## src/rtl/mem_access_arbiter_pkg.sv

```systemverilog
// Shared types and constants for the memory access arbiter: FSM state
// encoding, arbitration mode selectors and the memory word size.
package mem_arb_pkg;

  typedef enum logic [1:0] {
    ST_IDLE     = 2'd0,
    ST_RD_ISSUE = 2'd1,
    ST_RD_DRAIN = 2'd2,
    ST_WRITE    = 2'd3
  } arb_state_e;

  localparam int RR_FIXED   = 0;
  localparam int RR_ROUND   = 1;
  localparam int WORD_BYTES = 2;

endpackage

```

## src/rtl/mem_access_arbiter_rr_picker.sv

```systemverilog
// Combinational winner selection: fixed priority (highest index wins) or
// round-robin starting one past the last winner and wrapping.
module rr_picker
  import mem_arb_pkg::*;
#(
  parameter int NUM_CH = 2,
  parameter int IW     = $clog2(NUM_CH)
) (
  input  logic [NUM_CH-1:0] i_req,
  input  logic [IW-1:0]     i_ptr,
  input  logic              i_rr_en,
  output logic [NUM_CH-1:0] o_gnt,
  output logic [IW-1:0]     o_idx,
  output logic              o_any
);

  always_comb begin
    logic [IW:0] cand;
    o_gnt = '0;
    o_idx = '0;
    o_any = 1'b0;
    cand  = '0;
    if (i_rr_en) begin
      // ptr + offset is below 2*NUM_CH, so a single subtraction wraps it
      for (int o = 1; o <= NUM_CH; o++) begin
        cand = {1'b0, i_ptr} + (IW+1)'(o);
        if (cand >= (IW+1)'(NUM_CH)) cand = cand - (IW+1)'(NUM_CH);
        if (!o_any && i_req[cand[IW-1:0]]) begin
          o_any = 1'b1;
          o_idx = cand[IW-1:0];
        end
      end
    end else begin
      for (int i = 0; i < NUM_CH; i++) begin
        if (i_req[i]) begin
          o_any = 1'b1;
          o_idx = IW'(i);
        end
      end
    end
    if (o_any) o_gnt[o_idx] = 1'b1;
  end

endmodule

```

## src/rtl/mem_access_arbiter.sv

```systemverilog
// Shares one fixed-latency main memory between NUM_CH cache requesters:
// burst line fills, single-word writes, fixed or round-robin arbitration.
module mem_access_arbiter
  import mem_arb_pkg::*;
#(
  parameter int NUM_CH  = 2,
  parameter int AW      = 16,
  parameter int DW      = 16,
  parameter int BURST   = 8,
  parameter int RR_MODE = 0
) (
  input  logic                 clk,
  input  logic                 rst_n,
  input  logic [NUM_CH-1:0]    req_i,
  input  logic [NUM_CH-1:0]    wr_i,
  input  logic [NUM_CH*AW-1:0] addr_i,
  input  logic [NUM_CH*DW-1:0] wdata_i,
  output logic [NUM_CH-1:0]    gnt_o,
  output logic [NUM_CH-1:0]    rvalid_o,
  output logic [DW-1:0]        rdata_o,
  output logic [NUM_CH-1:0]    done_o,
  output logic                 busy_o,
  output logic                 mem_en_o,
  output logic                 mem_wr_o,
  output logic [AW-1:0]        mem_addr_o,
  output logic [DW-1:0]        mem_wdata_o,
  input  logic [DW-1:0]        mem_rdata_i,
  input  logic                 mem_valid_i,
  output logic [1:0]           dbg_state_o
);

  // Handshake: a requester raises req_i with wr_i/addr_i/wdata_i and holds
  // req_i until its done_o pulse; gnt_o marks the owner for the whole
  // transaction, rvalid_o qualifies each read beat on rdata_o, and inputs
  // are only sampled in the IDLE cycle that grants the channel.

  localparam int   IW    = $clog2(NUM_CH);
  localparam int   CW    = $clog2(BURST + 1);
  localparam logic RR_EN = (RR_MODE == RR_ROUND);

  arb_state_e      r_state;
  arb_state_e      w_next;
  logic [IW-1:0]   r_owner;
  logic [IW-1:0]   r_ptr;
  logic [AW-1:0]   r_base;
  logic [DW-1:0]   r_wdata;
  logic [CW-1:0]   r_beat;
  logic [CW-1:0]   r_ret;

  logic [NUM_CH-1:0] w_pick_gnt;
  logic [IW-1:0]     w_pick_idx;
  logic              w_pick_any;
  logic [AW-1:0]     w_pick_addr;
  logic [DW-1:0]     w_pick_wdata;
  logic [NUM_CH-1:0] w_own_oh;
  logic [AW-1:0]     w_beat_addr;
  logic              w_rd_state;
  logic              w_issue_last;
  logic              w_ret_last;

  rr_picker #(
    .NUM_CH (NUM_CH),
    .IW     (IW)
  ) u_picker (
    .i_req   (req_i),
    .i_ptr   (r_ptr),
    .i_rr_en (RR_EN),
    .o_gnt   (w_pick_gnt),
    .o_idx   (w_pick_idx),
    .o_any   (w_pick_any)
  );

  assign w_pick_addr  = addr_i[int'(w_pick_idx)*AW +: AW];
  assign w_pick_wdata = wdata_i[int'(w_pick_idx)*DW +: DW];

  always_comb begin
    w_own_oh          = '0;
    w_own_oh[r_owner] = 1'b1;
  end

  // Byte address of the current beat; the adder wraps modulo 2^AW
  assign w_beat_addr  = r_base + AW'(r_beat) * AW'(WORD_BYTES);
  assign w_rd_state   = (r_state == ST_RD_ISSUE) || (r_state == ST_RD_DRAIN);
  assign w_issue_last = (r_state == ST_RD_ISSUE) && (r_beat == CW'(BURST - 1));
  assign w_ret_last   = w_rd_state && mem_valid_i && (r_ret == CW'(BURST - 1));
  assign dbg_state_o  = r_state;

  always_comb begin
    w_next      = r_state;
    gnt_o       = '0;
    rvalid_o    = '0;
    rdata_o     = '0;
    done_o      = '0;
    busy_o      = 1'b0;
    mem_en_o    = 1'b0;
    mem_wr_o    = 1'b0;
    mem_addr_o  = '0;
    mem_wdata_o = '0;
    case (r_state)
      ST_IDLE: begin
        if (w_pick_any) w_next = wr_i[w_pick_idx] ? ST_WRITE : ST_RD_ISSUE;
      end
      ST_RD_ISSUE: begin
        busy_o     = 1'b1;
        gnt_o      = w_own_oh;
        mem_en_o   = 1'b1;
        mem_addr_o = w_beat_addr;
        rvalid_o   = mem_valid_i ? w_own_oh : '0;
        rdata_o    = mem_rdata_i;
        done_o     = w_ret_last ? w_own_oh : '0;
        // A zero-latency memory can finish on the last issue cycle
        if (w_ret_last)        w_next = ST_IDLE;
        else if (w_issue_last) w_next = ST_RD_DRAIN;
      end
      ST_RD_DRAIN: begin
        busy_o   = 1'b1;
        gnt_o    = w_own_oh;
        rvalid_o = mem_valid_i ? w_own_oh : '0;
        rdata_o  = mem_rdata_i;
        done_o   = w_ret_last ? w_own_oh : '0;
        if (w_ret_last) w_next = ST_IDLE;
      end
      ST_WRITE: begin
        busy_o      = 1'b1;
        gnt_o       = w_own_oh;
        mem_en_o    = 1'b1;
        mem_wr_o    = 1'b1;
        mem_addr_o  = r_base;
        mem_wdata_o = r_wdata;
        done_o      = w_own_oh;
        w_next      = ST_IDLE;
      end
      default: w_next = ST_IDLE;
    endcase
  end

  always_ff @(posedge clk or negedge rst_n) begin
    if (!rst_n) r_state <= ST_IDLE;
    else        r_state <= w_next;
  end

  always_ff @(posedge clk or negedge rst_n) begin
    if (!rst_n) begin
      r_owner <= '0;
      r_ptr   <= IW'(NUM_CH - 1);
      r_base  <= '0;
      r_wdata <= '0;
      r_beat  <= '0;
      r_ret   <= '0;
    end else if (r_state == ST_IDLE && w_pick_any) begin
      r_owner <= w_pick_idx;
      r_ptr   <= w_pick_idx;
      r_base  <= w_pick_addr;
      r_wdata <= w_pick_wdata;
      r_beat  <= '0;
      r_ret   <= '0;
    end else begin
      if (r_state == ST_RD_ISSUE && !w_issue_last) r_beat <= r_beat + CW'(1);
      if (w_rd_state && mem_valid_i && r_ret != CW'(BURST)) r_ret <= r_ret + CW'(1);
    end
  end

endmodule

```

## config.mk

```make
export PLATFORM = sky130hd
export DESIGN_NAME = mem_access_arbiter
export DESIGN_NICKNAME = d
export VERILOG_FILES = /design/src/rtl/mem_access_arbiter_pkg.sv /design/src/rtl/mem_access_arbiter_rr_picker.sv /design/src/rtl/mem_access_arbiter.sv
export SDC_FILE = /design/constraint.sdc
export NUM_CORES = 1
export LEC_CHECK = 0
export ABC_AREA = 0
export BUFFER_PORTS_ARGS = -buffer_cell sky130_fd_sc_hd__buf_2
export CAP_MARGIN = 20
export CORE_UTILIZATION = 40
export CTS_CLUSTER_DIAMETER = 100
export DETAILED_ROUTE_END_ITERATION = 7
export PLACE_DENSITY = 0.71
export SLEW_MARGIN = 10
export SYNTH_ARGS = -nofsm -noshare
export SYNTH_HDL_FRONTEND = slang
export SYNTH_SLANG_ARGS = --single-unit
```

## constraint.sdc

```tcl
create_clock -name clk -period 2.5 [get_ports clk]
set_clock_uncertainty 0.2 [all_clocks]
set_input_delay 0.125 -clock clk [delete_from_list [all_inputs] [get_ports clk]]
set_output_delay 0.125 -clock clk [all_outputs]
set_load 0.01 [all_outputs]
```

# Word level (Yosys, flattened, before mapping)
# Cells that the tools add are included.
[word_totals]
register_bits = 43
word_cells = 67
[op_classes]
add_sub_neg = 3
n_lt_le_gt_ge = 3
n_eq_ne = 9
shift = 2
muxes = 28
n_reduce_logical = 16
[ops]
columns = ["op", "n"]
rows = [
  ["indexed part select 32 x 6 -> 16 bit", 2],
  ["two-way mux 16 bit", 2],
  ["case mux 16 bit (2 select lines)", 1],
  ["two-way mux 2 bit", 9],
  ["adder 16 x 5 -> 16 bit", 1],
  ["two-way mux 4 bit", 4],
  ["two-way mux 1 bit", 9],
  ["adder 4 x 1 -> 4 bit, second input constant", 2],
  ["== test 4 x 3 -> 1 bit, second input constant", 2],
  ["case mux 2 bit (4 select lines)", 1],
  ["logical AND 1 bit", 7],
  ["== test 2 bit, second input constant", 2],
  ["< comparator 1 x 2 -> 1 bit, second input constant", 2],
  ["!= test 2 bit, second input constant", 2],
  ["!= test 4 bit, second input constant", 1],
  ["case mux 2 bit (2 select lines)", 1],
  ["nonzero test 2 bit", 2],
  ["OR reduction 2 bit", 2],
  ["!= test 3 bit, second input constant", 1],
  ["AND reduction 3 bit", 1],
  ["OR reduction 3 bit", 1],
  ["== test 2 x 1 -> 1 bit, second input constant", 1],
  ["logical NOT 2 bit", 1],
  ["demux 1 bit (select 1 bit)", 1],
  ["other kinds (3)", 3],
]

# Logic depth before layout (Yosys ltp)
[depth]
word_depth = 6
depth_mapped = 8
depth_no_buf = 7

# Modules after synthesis
# A second synthesis with hierarchy kept.
[hier_totals]
hier_cells = 364
hier_area_um2 = 3075.4
[by_module_without_submodules]
columns = ["mod", "instances", "cells_per_inst", "area_each_um2", "seq_area_each_um2"]
rows = [
  ["mem_access_arbiter", 1, 358, 3041.7, 1102.3],
  ["rr_picker", 1, 6, 33.8, 0.0],
]

# Worst setup path before layout
# Ideal clock, no wire load.
[synth_path]
path_type = "register to output"
from = "register r_beat[0]"
to = "output mem_addr_o[13]"
arrival_ps = 1973
required_ps = 2175
slack_ps = 202
path_stages_with_launch = 8
path_cell_list = "dfrtp_1 -> ha_1 -> inv_1 -> fa_1 -> nand2b_1 -> a21o_1 -> or4_1 -> nand4_1"
[synth_via]
elab_chain_len = 2
[synth_lines]
columns = ["element", "line_no", "source"]
rows = [
  ["start: declaration", "mem_access_arbiter.sv:47", "logic [CW-1:0] r_beat;"],
  ["start signal: assignment", "mem_access_arbiter.sv:158", "if (r_state == ST_RD_ISSUE && !w_issue_last) r_beat <= r_beat + CW'(1);"],
  ["adder 16 x 5 -> 16 bit", "mem_access_arbiter.sv:82", "assign w_beat_addr = r_base + AW'(r_beat) * AW'(WORD_BYTES);"],
  ["case mux 16 bit (2 select lines)", "mem_access_arbiter.sv:99", "case (r_state)"],
  ["end: declaration", "mem_access_arbiter.sv:25", "output logic [AW-1:0] mem_addr_o,"],
]
# Every way passes these cells.

# Worst setup path in the final report
[layout_path]
from = "register r_base[1]"
to = "output mem_addr_o[13]"
[layout_via]
elab_chain_len = 2
[layout_lines]
columns = ["element", "line_no", "source"]
rows = [
  ["start: declaration", "mem_access_arbiter.sv:45", "logic [AW-1:0] r_base;"],
  ["start signal: assignment", "mem_access_arbiter.sv:153", "r_base <= w_pick_addr;"],
  ["adder 16 x 5 -> 16 bit", "mem_access_arbiter.sv:82", ""],
  ["case mux 16 bit (2 select lines)", "mem_access_arbiter.sv:99", ""],
]
# Every way passes these cells.

==> metrics.md <==
| Metric | Value |
|---|---|
| Outcome | `complete, but fails checks` |
| Failing checks | `negative setup slack` |
| Num rows | `31` |
| GRT Total Usage | `22.43%` |
| DRT iter0 DRCs | `111` |
| Gate Count Post-Synth | `353` |
| Tightest Hold Check Type | `input port to register` |
| Total Power | `0.004343 W` |
| Clock-pin slew on the worst setup and hold paths | `80 ps` |
| DP HPWL | `5863 um` |
| Share of layout cells above drive strength 1 | `34.34%` |
| Routability cong. | `0.8083` |
| Die W | `89.04 um` |
| Sequential area share after synthesis | `35.51%` |
| ANT cells | `0` |
| Clock Path Buffers | `2` |
| Nets | `660` |
| Worst-Skew Late Latency | `290 ps` |
| Crit path max fanout | `5` |
| CTS tree | `done` |
| Leakage | `2.359 nW` |
| Pwr Density | `912.1 nW/um^2` |
| Ports | `146` |
| Routed wire length | `8881 um` |
| CTS Root Cell | `clkbuf_8` |
| Commonest non-fill, non-tap cell in the layout | `buf_2` |
| Worst-Margin Slew | `970.3 ps` |
| Reg area | `1080 um^2` |
| Synthesized area per cell | `8.585 um^2` |
| Num CTS Buffers | `5` |
| YS warnings | `0` |
| Reg2reg setup slack | `490 ps` |
| Synth Register Bits | `43` |
| Setup CP Type | `register to primary output` |
| First-pass GRT wire length | `13,970 um` |
| Min setup slack post-route | `-95.86 ps` |
| DR DRC count | `0` |
| MaxCap Viol Count | `0` |
| RR Startpoint | `dbg_state_o[1]$_DFFE_PN0P_` |
| RR Endpoint | `dbg_state_o[1]$_DFFE_PN0P_` |
| Crit path time final | `2596 ps` |
| Initial core utilization | `41.56%` |
| FILL cells | `645` |
| EDFF count, synth | `0` |
| Largest net degree at the start of global routing | `44` |
| CP endpoint kind | `primary output` |
| Placed cell areas | `3840 um^2` |
| Worst setup SP type | `register` |
| Highest Clock Rate | `385.2 MHz` |
| Setup TNS Final | `-148.7 ps` |
| Fin crit share | `103.8%` |
| Clock sink total | `43` |
| Commonest non-fill, non-tap cells in the layout | `145 x buf_2, 64 x dlygate4sd3_1, 56 x nand2_1` |
| CP Data Required Time | `2170 ps` |
| Number of global-route vias before repair | `3,109` |
| Post-Synthesis Cell Area | `3030 um^2` |
| Largest stage delay on the critical path | `400 ps` |
| CP cell instances | `ha_2, inv_2, fa_2, nand2b_4, a21o_4, or4_4, nand4_1, buf_2` |
| Final ANT Viol Nets | `0` |
| WL/cell | `13.44 um` |
| Setup WS pre-CTS | `68.82 ps` |
| TritonRoute pass-1 iters | `4` |
| Peak VDD IR | `0.4053 mV` |
| Syn Nets | `452` |
| Arr. time, crit path | `2270 ps` |
| Cell area after layout | `4762 um^2` |
| Routed vias | `3,291` |
| Total core area | `7292 um^2` |
| Via-per-instance ratio | `4.979` |
| Critical-path top delay cell | `or4_4` |
| Die height | `89.04 um` |
| Synth unique cells | `48` |
| Multi-input logic area | `1878 um^2` |
| Port bufs | `145` |
| Die area | `7928 um^2` |
| Congestion Overflow GR | `0` |
| Slew headroom | `35.32%` |
| Critical path launch point | `r_base[1]$_DFFE_PN0P_` |
| Worst setup endpoint | `mem_addr_o[13]` |
| Worst-case reg-to-reg path depth | `6` |
| RSZ-0062 raised after global routing | `true` |
| H-tree Lvls | `2` |
| Initial antenna violation count | `0` |
| Post-synth ARST share | `100.0%` |
| Final-report max-slew violation count | `0` |
| Final number of hold-violating endpoints | `0` |
| Final setup fails | `3` |
| Layout area overhead | `57.14%` |
| Top FF cell, synth | `dfrtp_1` |
metrics by stage:
step                      cells  hold slack (ps)  util, %
after floorplan             353           -370.6        -
after global placement      581            132.4    52.66
after detailed placement    581            149.4    52.66
after CTS                   655            10.61    64.07
after global routing        661            44.24    65.31
final                       661            12.80    65.31
worst min-delay path by stage:
stage	startpoint	to	depth (start not counted)
floorplan	rst_n	dbg_state_o[0]$_DFFE_PN0P_	0
global placement	rst_n	r_wdata[13]$_DFFE_PN0P_	1
detailed placement	rst_n	r_wdata[14]$_DFFE_PN0P_	1
CTS	addr_i[2]	r_base[2]$_DFFE_PN0P_	3
global route	addr_i[18]	r_base[2]$_DFFE_PN0P_	3
finish	addr_i[2]	r_base[2]$_DFFE_PN0P_	3
sequential cells by signal, indices dropped and copies added, names as in the netlist:
| register | count |
|---|---|
| r_base | 16 |
| r_ret | 4 |
| r_owner | 1 |
| r_beat | 4 |
| r_wdata | 16 |
| dbg_state_o | 2 |
layer usage:
metal / track usage [%] / vias up / part of all wire, % / routed length, um
met2: 41.33 / 92 / 52 / 4622
met4: 5.051 / 0 / 0.86 / 76
met3: 4.247 / 8 / 4.6 / 408
li1: - / 1637 / - / -
met5: 0 / - / 0 / 0
met1: 27.17 / 1554 / 43 / 3775
cells by family (layout without fill, tap and decap cells):
logic type | after synthesis | count (layout) | synth area share (%)
xor+xnor | 6 | 6 | 1.734
flops | 43 | 43 | 35.51
fa+ha+maj | 12 | 12 | 5.202
mux | 35 | 35 | 11.64
buf+inv | 36 | 245 | 5.698
compound gates | 76 | 76 | 15.61
simple gates | 145 | 145 | 24.61
worst max-delay path: cells and delay by family, from the launching register on:
kind | cells | cell delay (ps)
AOI/OAI and AO/OA | 1 | 220
DFF | 1 | 370
and+or+nand+nor | 3 | 670
buffers and inverters | 2 | 180
adders and majority gates | 2 | 550
synthesized netlist by cell type, types with 2 or more instances:
cell	n	share of area [%]
nor3_1	6	0.99
mux2i_1	33	11
nand2_1	56	6.9
nand3_1	8	1.3
mux2_2	2	0.74
a311o_1	2	0.66
nand3b_1	4	0.99
buf_2	12	2.0
nand2b_1	4	0.83
a22o_1	2	0.58
and3_1	3	0.62
xnor2_1	3	0.87
nand4_1	3	0.62
clkbuf_1	8	0.99
nor2_1	13	1.6
o2bb2ai_1	2	0.58
buf_4	4	0.99
o211ai_1	5	1.2
dfrtp_1	43	36
o311ai_0	4	1.2
inv_1	11	1.4
or3_1	2	0.41
a21oi_1	8	1.3
o21ai_0	41	6.8
ha_1	11	4.5
nand4b_1	3	0.87
and2_1	33	6.8
xor2_1	3	0.87
nor2b_1	3	0.62
o31ai_1	3	0.74
area by class of cell:
type                    count  area share (%)
flip-flops and latches     43           22.67
multi-input cells         274           39.44
clock buffers               6           1.524
clock inverters             2           1.261
inverters                  11          0.8671
well taps                  99           2.601
repair buffers            226           31.63
what timing repair did:
item                                    CTS  global route
gates resized for setup                  10            11
gates cloned                              0             0
pin swaps                                 5            11
endpoints found under the setup margin    9            11
buffers inserted                          2             6
endpoints found under the hold margin    75             0
hold buffers                             64             0
power breakdown:
part	switching, W	internal [W]
registers	0.000324	0.00100
logic	0.00128	0.00109
clock network	0.000244	0.000400
total	0.00185	0.00250
(Power assumes the default switching activity.)
